<file path="src/rtl/dram_stream_reader_pkg.sv">
// Shared types for the trace-RAM stream reader: FSM state encoding and output FIFO depth.
package dram_stream_reader_pkg;

    typedef enum logic [1:0] {
        IDLE  = 2'd0,
        READ  = 2'd1,
        DRAIN = 2'd2
    } state_e;

    localparam int FIFO_DEPTH = 2;

endpackage

</file>
<file path="src/rtl/dram_stream_reader_fifo.sv">
// Two-entry synchronous FIFO carrying a data word plus its end-of-command flag.
module dram_reader_fifo
    import dram_stream_reader_pkg::*;
#(
    parameter int WIDTH = 64
) (
    input  logic             clk,
    input  logic             rst_n,
    input  logic             push_i,
    input  logic [WIDTH-1:0] push_data_i,
    input  logic             push_last_i,
    input  logic             pop_i,
    output logic [1:0]       count_o,
    output logic             valid_o,
    output logic [WIDTH-1:0] data_o,
    output logic             last_o
);

    localparam logic [1:0] DEPTH_C = 2'(FIFO_DEPTH);

    logic [WIDTH:0] mem_q [FIFO_DEPTH];
    logic           wr_ptr_q;
    logic           rd_ptr_q;
    logic [1:0]     count_q;
    logic           do_push;
    logic           do_pop;

    assign do_pop  = pop_i && (count_q != 2'd0);
    // A push into a full FIFO is only legal when the head leaves in the same cycle.
    assign do_push = push_i && ((count_q != DEPTH_C) || do_pop);

    always_ff @(posedge clk or negedge rst_n) begin
        if (!rst_n) begin
            for (int i = 0; i < FIFO_DEPTH; i++) begin
                mem_q[i] <= '0;
            end
            wr_ptr_q <= 1'b0;
            rd_ptr_q <= 1'b0;
            count_q  <= 2'd0;
        end else begin
            if (do_push) begin
                mem_q[wr_ptr_q] <= {push_last_i, push_data_i};
                wr_ptr_q        <= ~wr_ptr_q;
            end
            if (do_pop) begin
                rd_ptr_q <= ~rd_ptr_q;
            end
            count_q <= count_q + {1'b0, do_push} - {1'b0, do_pop};
        end
    end

    assign count_o = count_q;
    assign valid_o = (count_q != 2'd0);
    assign data_o  = mem_q[rd_ptr_q][WIDTH-1:0];
    assign last_o  = mem_q[rd_ptr_q][WIDTH];

endmodule

</file>
<file path="src/rtl/dram_stream_reader.sv">
// Walks an address range on the trace RAM read port and streams the words out over valid/ready.
// Optional clear-on-read (each read followed by a zero write) is enabled by DRAM_READER_CLEAR_EN.
module dram_stream_reader
    import dram_stream_reader_pkg::*;
#(
    parameter int WORD_SIZE = 64,
    parameter int ADDR_SIZE = 8
) (
    input  logic                 clk,
    input  logic                 rst_n,
    input  logic                 start,
    input  logic [ADDR_SIZE-1:0] start_address,
    input  logic [ADDR_SIZE:0]   word_count,
    output logic                 busy,
    output logic                 done,
    output logic                 ram_write_enable,
    output logic [ADDR_SIZE-1:0] ram_address,
    output logic [WORD_SIZE-1:0] ram_data_in,
    input  logic [WORD_SIZE-1:0] ram_output,
    output logic [WORD_SIZE-1:0] out_data,
    output logic                 out_valid,
    input  logic                 out_ready,
    output logic                 out_last
);

    localparam logic [ADDR_SIZE:0] REM_ONE = (ADDR_SIZE+1)'(1);

    state_e               state_q, state_d;
    logic [ADDR_SIZE-1:0] addr_q, addr_d;
    logic [ADDR_SIZE:0]   remaining_q, remaining_d;
    logic                 inflight_q;
    logic                 inflight_last_q;
    logic [1:0]           fifo_count;
    logic                 pop;
    logic                 credit_ok;
    logic                 issue;

    // Valid/ready: a word transfers in any cycle where out_valid and out_ready are both high;
    // out_data/out_last are held stable from the first valid cycle until that transfer.
    assign pop       = out_valid & out_ready;
    assign credit_ok = ({1'b0, fifo_count} + {2'b00, inflight_q}) < (3'd2 + {2'b00, pop});

`ifdef DRAM_READER_CLEAR_EN
    logic [ADDR_SIZE-1:0] last_addr_q;

    // The cycle after a read belongs to its clear write, so no read may issue then.
    assign issue = (state_q == READ) && (remaining_q != '0) && credit_ok && !inflight_q;
`else
    assign issue = (state_q == READ) && (remaining_q != '0) && credit_ok;
`endif

    assign busy        = (state_q != IDLE);
    assign ram_data_in = '0;

    always_comb begin
        state_d          = state_q;
        addr_d           = addr_q;
        remaining_d      = remaining_q;
        done             = 1'b0;
        ram_write_enable = 1'b0;
        ram_address      = '0;

        case (state_q)
            IDLE: begin
                if (start) begin
                    addr_d      = start_address;
                    remaining_d = word_count;
                    state_d     = (word_count == '0) ? DRAIN : READ;
                end
            end
            READ: begin
                if (issue) begin
                    ram_address = addr_q;
                    addr_d      = addr_q + ADDR_SIZE'(1);
                    remaining_d = remaining_q - REM_ONE;
                    if (remaining_q == REM_ONE) begin
                        state_d = DRAIN;
                    end
                end
            end
            DRAIN: begin
                if ((fifo_count == 2'd0) && !inflight_q) begin
                    done    = 1'b1;
                    state_d = IDLE;
                end
            end
            default: state_d = IDLE;
        endcase

`ifdef DRAM_READER_CLEAR_EN
        if (inflight_q) begin
            ram_write_enable = 1'b1;
            ram_address      = last_addr_q;
        end
`endif
    end

    always_ff @(posedge clk or negedge rst_n) begin
        if (!rst_n) begin
            state_q         <= IDLE;
            addr_q          <= '0;
            remaining_q     <= '0;
            inflight_q      <= 1'b0;
            inflight_last_q <= 1'b0;
        end else begin
            state_q         <= state_d;
            addr_q          <= addr_d;
            remaining_q     <= remaining_d;
            inflight_q      <= issue;
            inflight_last_q <= issue && (remaining_q == REM_ONE);
        end
    end

`ifdef DRAM_READER_CLEAR_EN
    always_ff @(posedge clk or negedge rst_n) begin
        if (!rst_n) begin
            last_addr_q <= '0;
        end else if (issue) begin
            last_addr_q <= addr_q;
        end
    end
`endif

    dram_reader_fifo #(
        .WIDTH(WORD_SIZE)
    ) u_fifo (
        .clk        (clk),
        .rst_n      (rst_n),
        .push_i     (inflight_q),
        .push_data_i(ram_output),
        .push_last_i(inflight_last_q),
        .pop_i      (pop),
        .count_o    (fifo_count),
        .valid_o    (out_valid),
        .data_o     (out_data),
        .last_o     (out_last)
    );

endmodule

</file>
<file path="config.mk">
export PLATFORM = sky130hd
export DESIGN_NAME = dram_stream_reader
export DESIGN_NICKNAME = d
export VERILOG_FILES = /design/src/rtl/dram_stream_reader_pkg.sv /design/src/rtl/dram_stream_reader_fifo.sv /design/src/rtl/dram_stream_reader.sv
export SDC_FILE = /design/constraint.sdc
export NUM_CORES = 1
export LEC_CHECK = 0
export CAP_MARGIN = 20
export CELL_PAD_IN_SITES_DETAIL_PLACEMENT = 1
export CELL_PAD_IN_SITES_GLOBAL_PLACEMENT = 1
export CORE_MARGIN = 1.5
export CORE_UTILIZATION = 40
export CTS_CLUSTER_SIZE = 28
export DETAILED_ROUTE_END_ITERATION = 6
export HOLD_SLACK_MARGIN = 0.02
export PLACE_DENSITY = 0.85
export SYNTH_ARGS = -nofsm -noshare
export SYNTH_HDL_FRONTEND = slang
export SYNTH_SLANG_ARGS = --single-unit
</file>
<file path="constraint.sdc">
create_clock -name clk -period 3.5 [get_ports clk]
set_clock_uncertainty 0.05 [all_clocks]
set_input_delay 0.525 -clock clk [delete_from_list [all_inputs] [get_ports clk]]
set_output_delay 0.525 -clock clk [all_outputs]
set_load 0.03 [all_outputs]
</file>
# Yosys cells after proc, flatten, opt, wreduce, memory -nomap -nowiden
# Index checks and enable logic that the tools add are counted.
# totals
regBits	155
latchBits	0
ram_bits	0
romBits	0
input_bits	85
out_inout_bits	141
elab_cells	73
mem_count	0
# op_classes
n_addsub	6
n_mul	0
div_mod_pow	0
order_cmp	4
n_eq_ne	8
shift	0
n_mux	22
n_bitwise	5
n_reduce_logical	18
# ops
cell	count
$mux W65	4
$bwmux W130	1
$demux W65 S1	1
$mux W8	4
$mux W9	2
$pmux W9 S2	1
$pmux W8 S2	1
$mux W2	5
$eq A9 B1 Y1 const B	1
$logic_not A9 Y1	1
$reduce_bool A9 Y1	1
$sub A9 B1 Y9 const B	1
$add A8 B1 Y8 const B	1
$ne A2 B2 Y1 const B	4
$logic_and A1 B1 Y1	7
$pmux W2 S3	1
$reduce_bool A2 Y1	3
$ge A2 B2 Y1 const B	2
$logic_not A2 Y1	2
$not A1 Y2	2
$reduce_and A4 Y1	1
$add A2 B1 Y3	1
$add A2 B1 Y3 const A	1
$lt A3 B3 Y1	1
other kinds (12)	14

# Longest topological paths before layout
# depth
ltp_word	7
depth_mapped	9

# By module
# A second synthesis with hierarchy kept.
# unflattened
cells_unflattened	627
area_unflattened_um2	7961.4
# modules_own_cells
mod	n_inst	cells_each	area_per_inst_um2	seq_area_each_um2
dram_reader_fifo	1	375	5891.9	3353.2
dram_stream_reader	1	252	2069.5	525.5

# Least setup slack after synthesis
# OpenSTA, ideal clock, no wires.
# synth_path
kind	register -> output
start	register inflight_q
end	output port ram_address[1]
t_arrival_ns	1.981
setup_slack_ns	0.944
stages_incl_launch_ff	9
path_cell_list	dfrtp_1 > ha_1 > ha_1 > o21a_1 > nor4_4 > nand2_4 > inv_4 > buf_6 > and2_1
# synth_via
elab_chain_len	5
# synth_rtl
item	line_no	rtl
start: declaration	dram_stream_reader.sv:31	logic inflight_q;
start signal: assignment	dram_stream_reader.sv:109	inflight_q <= issue;
$add A2 B1 Y3	dram_stream_reader.sv:41	assign credit_ok = ({1'b0, fifo_count} + {2'b00, inflight_q}) < (3'd2 + {2'b00, pop});
$lt A3 B3 Y1	dram_stream_reader.sv:41	
$logic_and A1 B1 Y1	dram_stream_reader.sv:49	assign issue = (state_q == READ) && (remaining_q != '0) && credit_ok;
named net issue	dram_stream_reader.sv:36	logic issue;
$mux W8	dram_stream_reader.sv:72	if (issue) begin
$mux W8	dram_stream_reader.sv:63	case (state_q)
end: declaration	dram_stream_reader.sv:17	output logic [ADDR_SIZE-1:0] ram_address,
# The timed path passes the listed nets, and every way through them passes these cells.

# Final worst setup path
# layout_path
start	register inflight_q
end	output port ram_address[0]
# layout_via
elab_chain_len	5
# layout_rtl
item	line_no
$add A2 B1 Y3	dram_stream_reader.sv:41
$lt A3 B3 Y1	dram_stream_reader.sv:41
$logic_and A1 B1 Y1	dram_stream_reader.sv:49
$mux W8	dram_stream_reader.sv:72
$mux W8	dram_stream_reader.sv:63
# Every way passes these cells.

==> metrics.yaml <==
cells_and_area:
  antenna-diode-count: 0
  n_fill_cell: 1901
  fin_util_pct: 52.9
  area_growth_pct: 30.3
  fin_nets: 836
  drive_above_1_share_pct: 33.7
  layoutNonFillerInstCount: 990
global_route:
  grt_pass1_vias: 5546
  overflow: 0
  grt_max_degree: 117
  grt_antenna_before_repair: 0
  grt_pass1_wl_um: 29500
  track_usage_pct: 19.0
synth:
  ys_top_cells_by_area: "dfrtp_1 51%, mux2_2 29%, buf_4 6.4%"
  yosysWarnings: 0
  netlist_instances: 579
  syn-cell-area_um2: 7570
  synth_seq_cells: 155
  synth.distinct_cells: 45
  synthArstFlopShare_pct: 100
  yosysSeqAreaShare_pct: 51.2
  synth_common_cells: "195 x mux2_2, 155 x dfrtp_1, 65 x buf_4, 17 x nand2_1, 16 x clkbuf_1"
  synth_flop_cell: "dfrtp_1"
  synth.most_common_cell: "mux2_2"
  netlist.area_leader.share_pct: 51.2
  yosysTopAreaCell: "dfrtp_1"
  synth_edf_count: 0
  syn_avg_cell_area_um2: 13.1
sta:
  max_clock_freq_mhz: 328
  hold_viol_final: 0
  worst_hold_slack_ns: 0.453
  worst_pin_slew_ns: 0.630
  slew_headroom_pct: 57.8
  min_period_ns: 3.05
  maxSlewViolCount: 0
  rsz0062_at_grt: "no"
  fin_setup_tns_ns: 0
  setup_viol: 0
  min_period_over_period_pct: 87.0
setup_path:
  critPathCaptureType: "output pin"
  slowest_delay_ns: 0.42
  cp_num_buf_inv: 2
  crit_required_ns: 2.92
  crit_top_cell: "ha_1"
  reg2regPathDepth: 6
  cp.arrival_ns: 2.47
  criticalPathCategory: "reg -> out"
  start_kind: "flip-flop"
  cp.depth: 8
  path_cells: "ha_1 > ha_1 > o21a_1 > nor4_4 > nand2_4 > inv_4 > and2_1 > buf_4"
  slowest_stage: "dfrtp_1"
  path_delay_family: "simple AND/OR/NAND/NOR gates"
  crit_fanout: 17
run:
  drv_cap: 0
floorplan:
  io_pins: 226
  die_h_um: 141
  num_rows: 50
  die_w_um: 141
  core_um2: 18600
  initial_core_util_pct: 40.6
  die_area_um2: 19800
power:
  ir_drop_v: 0.000662
  power_switching_mw: 4.69
  power.share.switching_pct: 40.7
  power_leakage_nw: 4.21
  clockPowerShare_pct: 16.2
  seq_power_share_pct: 28.5
  intPower_mw: 6.82
  p_total_mw: 11.5
  combinationalPowerShare_pct: 55.2
  power_density_nw_per_um2: 1170
clocking:
  cts_root_buf: "clkbuf_16"
  cts_sinks: 155
  post-cts-setup-buffers: 0
  htreeDepth: 4
  cts_resized: 0
  cts_hold_buf: 0
  cts_made_buffers: 17
  cts_tree: "yes"
  clkLatencyLatePin_ns: 0.43
  clock_path_buffers: 2
  cts.clk_slew.worst_paths_ns: 0.07
drt:
  dr_wl_met2_um: 9530
  route.met3.wl_um: 1010
  met1_length_um: 7670
  viasPerCell: 5.05
  drt_wl_total_um: 18500
  top_layer_used: "met4"
  drt_iter0_drc: 149
  drc: 0
  first_pass_iters: 4
  routedWlPerCell_um: 18.7
  vias: 4996
  drt.antenna.violating_nets: 0
worst_hold_path:
  whs_path_depth: 1
  min_path_type: "reg -> reg"
place:
  gp_congestion: 0.777
  place_inst: 956
  dp_hpwl_um: 12600
  port_buffers: 160
outcome:
  status: "finished clean"
[kinds of logic after synthesis]
kind of cell | synth area share, %
mux | 29.0
flops | 51.2
buf+inv | 8.39
simple gates | 5.73
compound gates | 3.85
fa+ha+maj | 1.32
xor+xnor | 0.462
other cells | 0.0495
[worst reg2reg max path, cell delays in order, from the launching register on]
cell,delay (ns)
dfrtp_1,0.46
or4_4,0.58
and4bb_1,0.34
nor4_4,0.07
buf_4,0.21
nand2b_1,0.28
o221a_2,0.30
[flip-flops by register name, summed over array words and instances (netlist names)]
name	cells
u_fifo.mem_q	130
remaining_q	9
u_fifo.count_o	2
inflight_q	1
u_fifo.rd_ptr_q	1
state_q	2
inflight_last_q	1
u_fifo.wr_ptr_q	1
addr_q	8
[stage by stage]
step | setup WS, ns | cell area [µm²]
after detailed placement | 0.516 | 9230
after global placement | 0.596 | 9230
after floorplan | 0.944 | 7820
final | 0.454 | 9870
after CTS | 0.414 | 9830
after global routing | 0.306 | 9870
[power groups by stage]
stage                     Combinational (mW)  Sequential, mW  Clock (mW)
after CTS                               6.42            3.28        1.92
after floorplan                         4.43            3.05           0
final                                   6.35            3.28        1.87
after global placement                  6.15            3.19           0
after detailed placement                6.37            3.31           0
after global routing                    6.74            3.41        1.98
[layer usage]
| layer | GRT usage, % | vias to the layer above |
|---|---|---|
| li1 | - | 2258 |
| met1 | 22.7 | 2559 |
| met2 | 33.7 | 161 |
| met3 | 5.26 | 18 |
| met4 | 5.43 | 0 |
| met5 | 0 | - |
[cells in the final DEF, fill, tap and decap left out, drive strengths merged, types with 2 or more instances in the layout]
cell	count
clkinv	4
nand2	18
nor2	14
clkbuf	17
clkdlybuf4s50	151
nand2b	6
inv	18
o21ai	3
mux2	195
nand3	4
a221o	5
buf	19
and2	8
a32o	4
dfrtp	155
conb	65
o31ai	3
a211oi	3
nor3	5
o22ai	3
nor2b	5
nor3b	2
xnor2	4
nor4	4
and3	4
ha	8
a21oi	11
[path summary, 6_finish.rpt]
check | slack [ns] | from | to
max | 0.45 | inflight_q$_DFF_PN0_ | ram_address[0]
min | 0.45 | u_fifo.mem_q[44]$_DFFE_PN0P_ | u_fifo.mem_q[44]$_DFFE_PN0P_
max in group asynchronous | 1.93 | rst_n | u_fifo.mem_q[120]$_DFFE_PN0P_
max reg2reg | 1.10 | remaining_q[4]$_DFFE_PN0P_ | addr_q[1]$_DFFE_PN0P_
min reg2reg | 0.45 | u_fifo.mem_q[44]$_DFFE_PN0P_ | u_fifo.mem_q[44]$_DFFE_PN0P_
min in group asynchronous | 0.47 | rst_n | u_fifo.mem_q[80]$_DFFE_PN0P_
[final cells by class]
class | count | area [µm²] | area share, %
Clock buffer | 17 | 425 | 4.31
Clock inverter | 15 | 174 | 1.76
Inverter | 9 | 36.3 | 0.368
Multi-Input combinational cell | 389 | 3310 | 33.5
Sequential cell | 155 | 3880 | 39.3
Tap cell | 234 | 293 | 2.97
Timing Repair Buffer | 171 | 1750 | 17.7
Power figures use the tool's default switching activity.
